$ cat config.mk
export PLATFORM = sky130hd
export DESIGN_NAME = periph_timer_sched
export DESIGN_NICKNAME = d
export VERILOG_FILES = /design/src/rtl/periph_timer_sched.sv
export SDC_FILE = /design/constraint.sdc
export NUM_CORES = 1
export LEC_CHECK = 0
export BUFFER_PORTS_ARGS = -buffer_cell sky130_fd_sc_hd__buf_4
export CORE_ASPECT_RATIO = 0.8
export CORE_MARGIN = 2
export CORE_UTILIZATION = 64
export CTS_BUF_LIST = sky130_fd_sc_hd__clkbuf_4 sky130_fd_sc_hd__clkbuf_8
export DETAILED_ROUTE_END_ITERATION = 12
export GPL_TIMING_DRIVEN = 0
export HOLD_SLACK_MARGIN = 0.1
export PLACE_DENSITY_LB_ADDON = 0.15
export SLEW_MARGIN = 20
export SYNTH_ARGS = -nofsm -noshare
export SYNTH_HDL_FRONTEND = slang
export SYNTH_SLANG_ARGS = --single-unit
$ cat constraint.sdc
create_clock -name clk -period 5.85 [get_ports clk]
set_clock_uncertainty 0.1 [all_clocks]
set_input_delay 0.8775 -clock clk [delete_from_list [all_inputs] [get_ports clk]]
set_output_delay 0.8775 -clock clk [all_outputs]
set_load 0.005 [all_outputs]
$ cat src/rtl/periph_timer_sched.sv
// periph_timer_sched: four-channel round-robin timeout scheduler sharing one tick prescaler.
// Define TIMER_SCHED_PERIODIC_EN to reload channels at expiry instead of returning to idle.
module periph_timer_sched #(
  parameter int CLK_HZ  = 100000000,
  parameter int TICK_HZ = 1000,
  parameter int CNT_W   = 16
) (
  input  logic               clk,
  input  logic               rst_n,
  input  logic [3:0]         req_i,
  input  logic [4*CNT_W-1:0] dur_i,
  input  logic [3:0]         abort_i,
  output logic [3:0]         ack_o,
  output logic [3:0]         busy_o,
  output logic [3:0]         done_o,
  output logic               tick_o
);
  localparam int DIV = CLK_HZ / TICK_HZ;
  localparam int PW  = $clog2(DIV);
  logic [PW-1:0]    pcnt_q, pcnt_d;
  logic             tick_q, tick_d, found;
  logic [3:0]       ack_q, ack_d, busy_q, busy_d, done_q, done_d, zpend_q, zpend_d, elig;
  logic [1:0]       ptr_q, ptr_d, gidx, idx;
  logic [CNT_W-1:0] gdur;
  logic [CNT_W-1:0] rem_q [4];
  logic [CNT_W-1:0] rem_d [4];
`ifdef TIMER_SCHED_PERIODIC_EN
  logic [CNT_W-1:0] per_q [4];
  logic [CNT_W-1:0] per_d [4];
`endif
  assign tick_d = pcnt_q == PW'(DIV - 1);
  assign pcnt_d = tick_d ? '0 : pcnt_q + 1'b1;
  assign elig   = req_i & ~busy_q & ~abort_i;
  assign gdur   = dur_i[gidx*CNT_W +: CNT_W];
  always_comb begin
    found = 1'b0;
    gidx  = ptr_q;
    idx   = ptr_q;
    for (int k = 0; k < 4; k++) begin
      idx = ptr_q + 2'(k);
      if (!found && elig[idx]) begin
        found = 1'b1;
        gidx  = idx;
      end
    end
  end
  // zero-duration grants never run; their done is deferred one cycle via zpend
  always_comb begin
    busy_d  = busy_q;
    rem_d   = rem_q;
    done_d  = zpend_q;
    zpend_d = '0;
    ack_d   = '0;
    ptr_d   = ptr_q;
`ifdef TIMER_SCHED_PERIODIC_EN
    per_d   = per_q;
`endif
    for (int i = 0; i < 4; i++) begin
      if (busy_q[i] && abort_i[i])
        busy_d[i] = 1'b0;
      else if (busy_q[i] && tick_q && rem_q[i] == CNT_W'(1)) begin
        done_d[i] = 1'b1;
`ifdef TIMER_SCHED_PERIODIC_EN
        rem_d[i] = per_q[i];
`else
        busy_d[i] = 1'b0;
`endif
      end else if (busy_q[i] && tick_q)
        rem_d[i] = rem_q[i] - 1'b1;
    end
    if (found) begin
      ack_d[gidx] = 1'b1;
      ptr_d       = gidx + 2'd1;
      if (gdur == '0)
        zpend_d[gidx] = 1'b1;
      else begin
        busy_d[gidx] = 1'b1;
        rem_d[gidx]  = gdur;
      end
`ifdef TIMER_SCHED_PERIODIC_EN
      per_d[gidx] = gdur;
`endif
    end
  end
  always_ff @(posedge clk or negedge rst_n) begin
    if (!rst_n) begin
      pcnt_q  <= '0;
      tick_q  <= 1'b0;
      ack_q   <= '0;
      busy_q  <= '0;
      done_q  <= '0;
      zpend_q <= '0;
      ptr_q   <= '0;
      rem_q   <= '{default: '0};
`ifdef TIMER_SCHED_PERIODIC_EN
      per_q   <= '{default: '0};
`endif
    end else begin
      pcnt_q  <= pcnt_d;
      tick_q  <= tick_d;
      ack_q   <= ack_d;
      busy_q  <= busy_d;
      done_q  <= done_d;
      zpend_q <= zpend_d;
      ptr_q   <= ptr_d;
      rem_q   <= rem_d;
`ifdef TIMER_SCHED_PERIODIC_EN
      per_q   <= per_d;
`endif
    end
  end
  assign ack_o  = ack_q;
  assign busy_o = busy_q;
  assign done_o = done_q;
  assign tick_o = tick_q;
endmodule

==> impl_metrics.py <==
metrics = {
    "synth": {
        "synth_nets": 684,
        "mappedNetlistArea_sq_um": 6120,
        "synth_edf_count": 0,
        "synth_async_sr_flop_share": 1.00,
        "synth_top_area_share": 0.409,
        "yosysSeqAreaShare": 0.409,
        "ys_types": 56,
        "yosysMostFrequentCell": "dfrtp_1",
        "synth_commonest_cells": "dfrtp_1 (100), mux2i_1 (73), nand2_1 (46)",
        "synth_top_cell_by_area": "dfrtp_1",
        "ys_seq_elements": 100,
        "netlist_instances": 597,
        "ys_warn_count": 0,
        "synthFlopType": "dfrtp_1",
        "avgSynthCellArea_sq_um": 10.3,
        "synth.area.top_cells": "dfrtp_1 (41%), mux2i_1 (12%), xnor2_1 (6.0%)",
    },
    "die": {
        "die_w_um": 113,
        "start_util": 0.666,
        "die_y_um": 91.5,
        "die_area_sq_um": 10400,
        "io_pins": 87,
        "core_area_sq_um": 9190,
        "fp-row-count": 31,
    },
    "timing": {
        "final-max-slew-violation-count": 0,
        "worst_pin_slew_ps": 996,
        "finalSetupViolations": 0,
        "period_share": 0.776,
        "fmax_mhz": 220,
        "hold_viol_final": 0,
        "finalCriticalPeriod_ps": 4540,
        "slew_headroom": 0.336,
        "fin_tns_setup_ps": 0,
        "grt_setup_unrepaired": "no",
    },
    "status": {
        "outcome": "complete, no violations",
    },
    "cells_and_area": {
        "layout-drive-gt1-share": 0.205,
        "stdcell_area_sq_um": 7120,
        "multi_input_area_sq_um": 3300,
        "num-nets-final": 781,
        "syn2layout_area_growth_pct": 16.4,
        "n_fill_cell": 636,
        "register_area_sq_um": 2500,
    },
    "setup_path": {
        "cp_cell_sequence": "buf_4 > nor3b_4 > o22ai_1 > a222oi_1 > buf_2 > mux2i_1 > a22o_1 > nand4_1 > o31ai_2 > buf_6 > buf_12 > mux2i_1",
        "cp_slowest_cell": "a222oi_1",
        "critical_path.max_stage_delay_ps": 900,
        "crit_type": "input port to flip-flop",
        "start_kind": "input port",
        "crit_path_frequent_cell": "mux2i_1",
        "critPathMaxFanout": 10,
        "worstPathRequired_ps": 6040,
        "cp.arrival_ps": 4740,
        "reg2reg_slack_ps": 1390,
        "crit_path_end_kind": "flip-flop",
    },
    "clocking": {
        "postCtsHoldBufs": 0,
        "clkLatencyLatePin_ps": 380,
        "cts_buffer_depth": 2,
        "post_cts_buffers": 0,
        "cts_root_buffer": "clkbuf_8",
        "cts.sink_count": 100,
        "ctsHtreeMaxLevel": 3,
        "path_clk_slew_ps": 90,
        "cts_made_buffers": 9,
        "cts_tree": "done",
        "cts_resized": 0,
    },
    "job": {
        "max-cap-violations": 0,
    },
    "detailed_routing": {
        "wirelength_um": 15100,
        "detail-route-antenna-nets": 0,
        "num_vias": 4973,
        "drt-pass1-iter-count": 4,
        "detail_route.wl_per_cell_um": 18.5,
        "drtIter0Drc": 362,
        "drc": 0,
        "viasPerCell": 6.10,
    },
    "placed_design": {
        "place_congestion": 0.947,
        "post_dp_cell_area_sq_um": 6920,
        "io_buffer_count": 86,
        "post-dp-hpwl_um": 10800,
    },
    "power_and_ir_drop": {
        "power_density_nw_per_um2": 468,
        "pwr-share-comb": 0.498,
        "p_clk_frac": 0.133,
        "p_sw_uw": 1450,
        "ir_drop_mv": 0.398,
        "power_leakage_uw": 0.00339,
        "intPower_uw": 1890,
        "seq_power_share": 0.368,
        "p_sw_frac": 0.434,
    },
    "grt": {
        "grt_pass1_wl_um": 24000,
        "grt_use_total": 0.299,
        "antenna_found_initial": 0,
        "grt_pass1_vias": 4900,
        "overflow": 0,
        "grt_max_degree": 101,
    },
    "hold_path": {
        "min-delay-path-class": "flip-flop to flip-flop",
    },
}
## power groups by stage
stage	Sequential [uW]	Clock, uW	Combinational [uW]
CTS	1220	447	1630
detailed placement	1230	0	1620
finish	1230	444	1660
global placement	1210	0	1560
floorplan	1170	0	1160
global route	1260	470	1780
## critical path, delay by kind of cell
family	cells	cell delay (ps)
AOI/OAI and AO/OA	4	1860
buffers and inverters	4	890
muxes	2	440
and+or+nand+nor	2	640
## area by class of cell
type                    count  share of cell area
clock inverters             2             0.00228
plain buffers              23              0.0299
diodes                      1            0.000351
clock buffers              14              0.0262
repair buffers             86              0.0911
multi-input cells         445               0.463
flip-flops and latches    100               0.351
well taps                 115              0.0202
inverters                  29              0.0160
## sequential cells by signal, summed over array words and instances, names as in the netlist
signal,count
ack_o,4
busy_o,4
pcnt_q,17
tick_o,1
zpend_q,4
done_o,4
rem_q,64
ptr_q,2
## placed cells by master (no fill, tap or decap), types with 16 or more instances in the layout
cell / count
dfrtp_1: 100
buf_4: 88
mux2i_1: 73
nand2_1: 46
xnor2_1: 42
nor2_1: 36
xor2_1: 30
inv_1: 28
o21ai_0: 20
nor3_1: 18
o221ai_1: 16
## per-layer routing
metal	part of all wire	vias up	GRT usage
met5	0	-	0
met4	0.019	0	0.110
met3	0.065	24	0.0921
met2	0.46	175	0.464
met1	0.45	2449	0.398
li1	-	2325	-
## logic make-up (layout without fill, tap and decap cells)
group                      Yosys count  in the layout  share of synthesized area
AOI/OAI and AO/OA                   81             81                     0.0998
xor gates and xnor gates            72             72                      0.103
adders and majority gates           13             13                     0.0266
buffers and inverters               52            154                     0.0534
DFF                                100            100                      0.409
muxes                               77             77                      0.127
other                                0              1                          0
and+or+nand+nor                    202            202                      0.182
## path summary, 6_finish.rpt
path,startpoint,cells after the start,end
min in group asynchronous,rst_n,1,rem_q[42]
max reg2reg,busy_o[3],11,rem_q[8]
min reg2reg,zpend_q[1],1,done_o[1]
max,abort_i[3],12,rem_q[8]
min,zpend_q[1],1,done_o[1]
max in group asynchronous,rst_n,1,done_o[2]
## through the flow
step | utilization | worst slack (ps) | cells | power (uW) | hold WS, ps
5_1_grt | 0.775 | 1210 | 814 | 3510 | 389
2_1_floorplan | - | 2210 | 597 | 2330 | 304
6_report | 0.775 | 1310 | 815 | 3330 | 367
4_1_cts | 0.775 | 1410 | 814 | 3290 | 372
3_3_place_gp | 0.752 | 1180 | 798 | 2770 | 349
3_5_place_dp | 0.753 | 1040 | 798 | 2840 | 351
No activity file was read; power rests on OpenSTA's default activity.
